==> src/rtl/baud_tick_generator.sv <==
// Baud timing for the UART engines: oversample, mid-bit and bit ticks plus a square-wave baud output.
// Define BAUD_FRAC_EN to enable fractional divisors (FRAC_W bits) through a phase accumulator.
module baud_tick_generator #(
    parameter longint FREQ       = 50_000_000,
    parameter int     OVERSAMPLE = 16,
    parameter int     DIV_W      = 16,
    parameter int     FRAC_W     = 4
) (
    input  logic                    clk,
    input  logic                    arst_n,
    input  logic                    en,
    input  logic                    restart,
    input  logic [1:0]              baud_sel,
    input  logic                    cfg_mode,
    input  logic                    cfg_we,
    input  logic [DIV_W+FRAC_W-1:0] cfg_div,
    output logic                    os_tick,
    output logic                    mid_tick,
    output logic                    bit_tick,
    output logic                    baud_out
);
    localparam int DW  = DIV_W + FRAC_W;
    localparam int BCW = $clog2(OVERSAMPLE);
    localparam logic [BCW-1:0] BIT_LAST = BCW'(OVERSAMPLE - 1);
    localparam logic [BCW-1:0] BIT_MID  = BCW'(OVERSAMPLE / 2 - 1);
    localparam logic [DW-1:0]  D_MIN    = DW'(2) << FRAC_W;

    // Divisors are held as fixed point {integer, fraction} so both builds share one datapath.
    function automatic logic [DW-1:0] preset_div(input int sel);
        longint bo;
        longint full;
        bo = (longint'(2400) << sel) * OVERSAMPLE;
`ifdef BAUD_FRAC_EN
        full = ((FREQ << FRAC_W) + bo / 2) / bo;
`else
        full = ((FREQ + bo / 2) / bo) << FRAC_W;
`endif
        return DW'(full);
    endfunction

    localparam logic [DW-1:0] PRE0 = preset_div(0);
    localparam logic [DW-1:0] PRE1 = preset_div(1);
    localparam logic [DW-1:0] PRE2 = preset_div(2);
    localparam logic [DW-1:0] PRE3 = preset_div(3);

    function automatic logic [DW-1:0] eff_div(input logic mode, input logic [1:0] sel,
                                              input logic [DW-1:0] rv);
        logic [DW-1:0] d;
        d = rv;
        if (!mode) begin
            case (sel)
                2'd0:    d = PRE0;
                2'd1:    d = PRE1;
                2'd2:    d = PRE2;
                default: d = PRE3;
            endcase
        end
`ifndef BAUD_FRAC_EN
        d[FRAC_W-1:0] = '0;
`endif
        if (d[DW-1:FRAC_W] < DIV_W'(2)) d = D_MIN;
        return d;
    endfunction

    logic [DW-1:0]    div_q, div_d;
    logic [DW-1:0]    prev_d_q, prev_d_d;
    logic             prev_vld_q;
    logic [DIV_W-1:0] os_cnt_q, os_cnt_d;
    logic [BCW-1:0]   bit_cnt_q, bit_cnt_d;
    logic             os_tick_q, os_tick_d, mid_q, mid_d, bit_q, bit_d, baud_q, baud_d;
    logic [DW-1:0]    d_cur, d_new;
    logic [DIV_W-1:0] os_lim;
    logic             clr, wrap, carry;

    assign div_d = cfg_we ? cfg_div : div_q;
    assign d_cur = eff_div(cfg_mode, baud_sel, div_q);
    assign d_new = eff_div(cfg_mode, baud_sel, div_d);
    assign clr   = restart || (prev_vld_q && (d_cur != prev_d_q));
    // A restart already realigns timing, so it absorbs a divisor load on the same edge.
    assign prev_d_d = restart ? d_new : d_cur;

`ifdef BAUD_FRAC_EN
    logic [FRAC_W-1:0] acc_q, acc_d;
    logic [FRAC_W:0]   acc_sum;
    assign acc_sum = {1'b0, acc_q} + {1'b0, d_cur[FRAC_W-1:0]};
    assign carry   = acc_sum[FRAC_W];

    always_comb begin
        acc_d = acc_q;
        if (clr)              acc_d = '0;
        else if (en && wrap)  acc_d = acc_sum[FRAC_W-1:0];
    end

    always_ff @(posedge clk or negedge arst_n) begin
        if (!arst_n) acc_q <= '0;
        else         acc_q <= acc_d;
    end
`else
    assign carry = 1'b0;
`endif

    assign os_lim = d_cur[DW-1:FRAC_W] - DIV_W'(1) + DIV_W'(carry);
    assign wrap   = (os_cnt_q == os_lim);

    always_comb begin
        os_cnt_d  = os_cnt_q;
        bit_cnt_d = bit_cnt_q;
        baud_d    = baud_q;
        os_tick_d = 1'b0;
        mid_d     = 1'b0;
        bit_d     = 1'b0;
        if (clr) begin
            os_cnt_d  = '0;
            bit_cnt_d = '0;
            baud_d    = 1'b0;
        end else if (en) begin
            if (wrap) begin
                os_cnt_d  = '0;
                os_tick_d = 1'b1;
                mid_d     = (bit_cnt_q == BIT_MID);
                bit_d     = (bit_cnt_q == BIT_LAST);
                bit_cnt_d = bit_d ? '0 : bit_cnt_q + 1'b1;
                if (mid_d || bit_d) baud_d = ~baud_q;
            end else begin
                os_cnt_d = os_cnt_q + 1'b1;
            end
        end
    end

    always_ff @(posedge clk or negedge arst_n) begin
        if (!arst_n) begin
            div_q      <= D_MIN;
            prev_d_q   <= '0;
            prev_vld_q <= 1'b0;
            os_cnt_q   <= '0;
            bit_cnt_q  <= '0;
            os_tick_q  <= 1'b0;
            mid_q      <= 1'b0;
            bit_q      <= 1'b0;
            baud_q     <= 1'b0;
        end else begin
            div_q      <= div_d;
            prev_d_q   <= prev_d_d;
            prev_vld_q <= 1'b1;
            os_cnt_q   <= os_cnt_d;
            bit_cnt_q  <= bit_cnt_d;
            os_tick_q  <= os_tick_d;
            mid_q      <= mid_d;
            bit_q      <= bit_d;
            baud_q     <= baud_d;
        end
    end

    assign os_tick  = os_tick_q;
    assign mid_tick = mid_q;
    assign bit_tick = bit_q;
    assign baud_out = baud_q;

endmodule

==> config.mk <==
export PLATFORM = sky130hd
export DESIGN_NAME = baud_tick_generator
export DESIGN_NICKNAME = d
export VERILOG_FILES = /design/src/rtl/baud_tick_generator.sv
export SDC_FILE = /design/constraint.sdc
export NUM_CORES = 1
export LEC_CHECK = 0
export CAP_MARGIN = 20
export CORE_ASPECT_RATIO = 1.25
export CORE_MARGIN = 2
export CORE_UTILIZATION = 45
export CTS_CLUSTER_DIAMETER = 100
export DETAILED_ROUTE_END_ITERATION = 8
export PLACE_DENSITY = 0.64
export SLEW_MARGIN = 40
export SYNTH_ARGS = -nofsm -noshare
export SYNTH_HDL_FRONTEND = slang
export SYNTH_SLANG_ARGS = --single-unit
==> constraint.sdc <==
create_clock -name clk -period 5.8 [get_ports clk]
set_input_delay 1.74 -clock clk [delete_from_list [all_inputs] [get_ports clk]]
set_output_delay 1.74 -clock clk [all_outputs]
set_load 0.01 [all_outputs]
# == Word level (Yosys, flattened, before mapping) ==
# Index checks and enable logic that the tools add are counted.
# word_totals
ff_bits,65
in_bits,28
elab_cells,57
# classes
addsub,3
order_cmp,2
n_eq_ne,6
mux,27
bitwise_logic,1
n_reduce_logical,9
# ops
operator,n
20-bit two-way mux,6
16-bit two-way mux,3
15-bit one-hot mux with 3 select lines,1
"16-bit by 2-bit < comparator with 1-bit output, second input constant",2
20-bit != test,1
"16-bit by 1-bit adder with 16-bit output, second input constant",1
16-bit equality test,1
4-bit two-way mux,4
"16-bit by 1-bit subtractor with 16-bit output, second input constant",1
1-bit two-way mux,13
2-bit nonzero test,3
"4-bit by 1-bit adder with 4-bit output, second input constant",1
"4-bit by 3-bit equality test with 1-bit output, second input constant",1
"4-bit equality test, second input constant",1
3-bit AND reduction,1
"2-bit by 1-bit equality test with 1-bit output, second input constant",1
"2-bit equality test, second input constant",1
2-bit logical NOT,1
1-bit logical OR,2
2-bit AND reduction,1
1-bit logical AND,1
1-bit NOT,1

# == Depth between registers and ports, before layout ==
# logic_depth
word_depth,10
depth_mapped,16
depth_no_buf,13

# == Least setup slack after synthesis ==
# OpenSTA, ideal clock, no wires.
# synth_path
path_kind,input -> register
from,in cfg_mode
to,reg bit_cnt_q[3]
setup_ns,0.078
t_arrival_ns,5.191
required_ns,5.722
slack_ns,0.531
cell_stages,14
path_cell_list,or3b_2 > or4_1 > buf_2 > nor2_1 > nor3_1 > ha_1 > nor3b_1 > o2111a_1 > or3_1 > a222oi_1 > o211a_1 > nand4_4 > or4_1 > a21oi_1
# synth_between
elab_chain_cells,8
elab_cells_between_ends,12
classes_between,add/sub (1); order compare (1); eq/ne (2); mux (3); reduce/logical (5)
# synth_rtl
element,line_no,rtl
"start, declared",14,"input logic cfg_mode,"
20-bit two-way mux (*),50,if (!mode) begin
16-bit by 2-bit < comparator with 1-bit output,61,if (d[DW-1:FRAC_W] < DIV_W'(2)) d = D_MIN;
20-bit two-way mux (*),61,
branches (longest 5 deep; another with 16-bit by 1-bit subtractor with 16-bit output),--,
"end signal, assigned",146,bit_cnt_q <= bit_cnt_d;
"end, declared",69,"logic [BCW-1:0] bit_cnt_q, bit_cnt_d;"
# Mark *: on every way between the ends.
# A chain may end at the register's enable or synchronous reset.

# == Worst setup path after layout ==
# Same ends and word-level chain as after synthesis.

==> metrics.cfg <==
[place]
placedCellCount = 544
numPortBuffers = 27
place.gp.congestion = 0.945
dp_hpwl_um = 7100
dp_slack_ns = 0.00577
placed_cell_area_um2 = 4190

[layout]
layout_common_cells = 56 x dfrtp_1, 41 x nor2_1, 28 x a21oi_1
nFillCells = 776
multi_input_area_um2 = 2130
final_common_cell = dfrtp_1
drive_above_1_share_pct = 11.0
nets = 490
final-seq-area_um2 = 1430
design_area_um2 = 4370
fin_cells = 561
num_antenna_cells = 0
syn_to_final_growth_pct = 16.1

[hold_path]
hold_depth = 1
hold_start = bit_cnt_q[3]
hp-class = reg -> reg
min_delay_worst_endpoint = mid_tick

[global_routing]
overflow = 0
grt_pass1_vias = 3209
antenna_found_initial = 0
grt_pass1_wl_um = 16000
grt_max_degree = 58
track_usage_pct = 22.9

[pwr]
p_sw_share_pct = 30.8
power_mw = 0.953
powerDensity_nw_per_um2 = 218
leakage_nw = 1.89
combPwrFrac_pct = 19.3
ir_drop_mv = 0.114
power_frac_seq_pct = 47.8
p_sw_mw = 0.293
clkPwrFrac_pct = 33.0
internal_power_mw = 0.660

[logic_synthesis]
synth_warnings = 0
async_flop_share_pct = 100
ys_ff_latch = 57
synth_nets = 459
syn_area_per_cell_um2 = 8.78
ys.flop_type = dfrtp_1
synth_cells = 428
yosysSeqAreaShare_pct = 38.0
yosys.cell_types.count = 62
netlist_area_um2 = 3760
synth_edf_count = 0

[routing]
drt_iter0_drc = 238
drc = 3
drtPass1Iterations = 9
routedWlPerCell_um = 17.4
vias_per_cell = 5.92
routed-via-count = 3321
drt-total-wl_um = 9760
ant_nets = 0

[worst_setup_path]
slowest_stage = clkdlybuf4s50_1
worstSetupPathType = in -> reg
worst_path_largest_cell_delay_ns = 0.53
rrSetupSlack_ns = 1.53
crit_path_max_fanout = 7
worst-r2r-cell-count = 13
critPathCaptureType = flop
cp-start-kind = input port
crit_top_cell = or4_1
worstPathRequired_ns = 6.07
cp.arrival_ns = 5.74
r2r-end = bit_cnt_q[3]
r2r_start = div_q[18]
crit_chain = clkdlybuf4s50_1, or3b_2, or4_1, o21ai_0, ha_1, nor3b_1, o2111a_1, buf_4, o211ai_1, a222oi_1, o211a_1, nand4_4, or4_1, a21oi_1

[status]
violations = design-rule violations
outcome = complete, but fails checks

[cts]
post_cts_buffers = 0
cts.sinks = 57
cts_tree = yes
cts_buffers = 9
htree_levels = 3
clock_latency_ns = 0.36
clkSlewWorstSetupHoldPaths_ns = 0.06
hold_buffers = 0
cts_resized = 0
clock-root-buffer = clkbuf_8
clockBufferDepth = 2

[die]
coreArea_um2 = 8190
row_count = 37
dieArea_um2 = 9100
fp.dieH_um = 106
initial_utilization_pct = 45.9
ioPinCount = 32
die_x_um = 85.7

[timing]
layout_setup_ws_ns = 0.330
worst_pin_slew_ns = 0.693
post-route-period-util_pct = 94.3
fmax_mhz = 183
hold_viol_final = 0
tns_ns = 0
period_needed_ns = 5.47
skew_ns = 0.00824
max-slew-margin-rel_pct = 53.7
setup_viol = 0
finalMaxSlewViolations = 0
rsz0062_at_grt = no

[run]
maxCapViolCount = 0

[cells by family (layout without fill, tap and decap cells)]
family	Yosys count	after routing	synth area share, %
xor+xnor	35	35	8.16
buf+inv	49	85	5.23
flops	57	57	38.0
compound gates	96	96	16.9
fa+ha+maj	3	3	0.999
other cells	1	1	0.0998
mux	22	22	6.03
simple gates	165	165	24.6
[metrics by stage]
step / hold slack, ns / utilization (%)
2_1_floorplan: 0.465 / -
3_3_place_gp: 0.498 / 51.1
3_5_place_dp: 0.517 / 51.1
4_1_cts: 0.522 / 53.0
5_1_grt: 0.552 / 53.3
6_report: 0.523 / 53.3
[layer usage]
metal	GRT usage, %	up-vias	wire length (um)
li1	-	1600	-
met1	28.3	1606	4110
met2	38.8	86	4960
met3	5.43	29	402
met4	7.82	0	284
met5	0	-	0
[final cells by class]
class | count | share of cell area (%)
clock inverter | 4 | 0.459
tap | 97 | 2.78
clock buffer | 12 | 3.10
timing repair buffer | 48 | 10.3
inverter | 21 | 1.81
multi-input combinational | 322 | 48.9
sequential | 57 | 32.7
[state kept, by name, summed over array words and instances (netlist names)]
register    flops
prev_d_q       16
prev_vld_q      1
baud_out        1
bit_cnt_q       4
mid_tick        1
os_tick         1
bit_tick        1
div_q          16
os_cnt_q       16
[critical path, delay by kind of cell]
kind / cells / cell delay [ns]
buf+inv: 2 / 0.67
compound gates: 6 / 1.23
simple gates: 5 / 1.87
fa+ha+maj: 1 / 0.22
[synthesized netlist by cell type, types with 3 or more instances]
cell / count / area share [%]
a211oi_1: 5 / 1.0
a21o_1: 5 / 1.0
a21oi_1: 28 / 3.7
a221oi_1: 4 / 0.93
a31oi_1: 6 / 1.0
and2_1: 4 / 0.67
and3_1: 9 / 1.5
and4_1: 3 / 0.70
buf_2: 4 / 0.53
clkbuf_1: 23 / 2.3
dfrtp_1: 56 / 37
ha_1: 3 / 1.0
inv_1: 21 / 2.1
mux2_2: 5 / 1.5
mux2i_1: 17 / 4.5
nand2_1: 26 / 2.6
nand2b_1: 6 / 1.0
nand3_1: 14 / 1.9
nand3b_1: 3 / 0.60
nand4_1: 8 / 1.3
nor2_1: 41 / 4.1
nor2b_1: 8 / 1.3
nor3_1: 5 / 0.67
nor3b_1: 5 / 1.0
nor4_1: 3 / 0.50
o211ai_1: 3 / 0.60
o21ai_0: 17 / 2.3
o31ai_1: 4 / 0.80
or2_2: 3 / 0.50
or3_1: 7 / 1.2
or3b_2: 4 / 0.93
or4_1: 5 / 1.0
xnor2_1: 19 / 4.4
xor2_1: 16 / 3.7
[power groups by stage]
stage | logic, mW | registers (mW) | clock network (mW)
after floorplan | 0.130 | 0.444 | 0
after global placement | 0.177 | 0.462 | 0
after detailed placement | 0.181 | 0.462 | 0
after CTS | 0.182 | 0.455 | 0.321
after global routing | 0.203 | 0.459 | 0.344
final | 0.184 | 0.455 | 0.315
[how the worst max path moves through the flow]
stage	from	to	slack [ns]
floorplan	cfg_mode	bit_cnt_q[3]	0.53
global placement	cfg_mode	bit_cnt_q[3]	0.07
detailed placement	cfg_mode	bit_cnt_q[3]	0.006
CTS	cfg_mode	bit_cnt_q[3]	0.37
global route	cfg_mode	bit_cnt_q[3]	0.04
finish	cfg_mode	bit_cnt_q[3]	0.33
(Power assumes the default switching activity.)
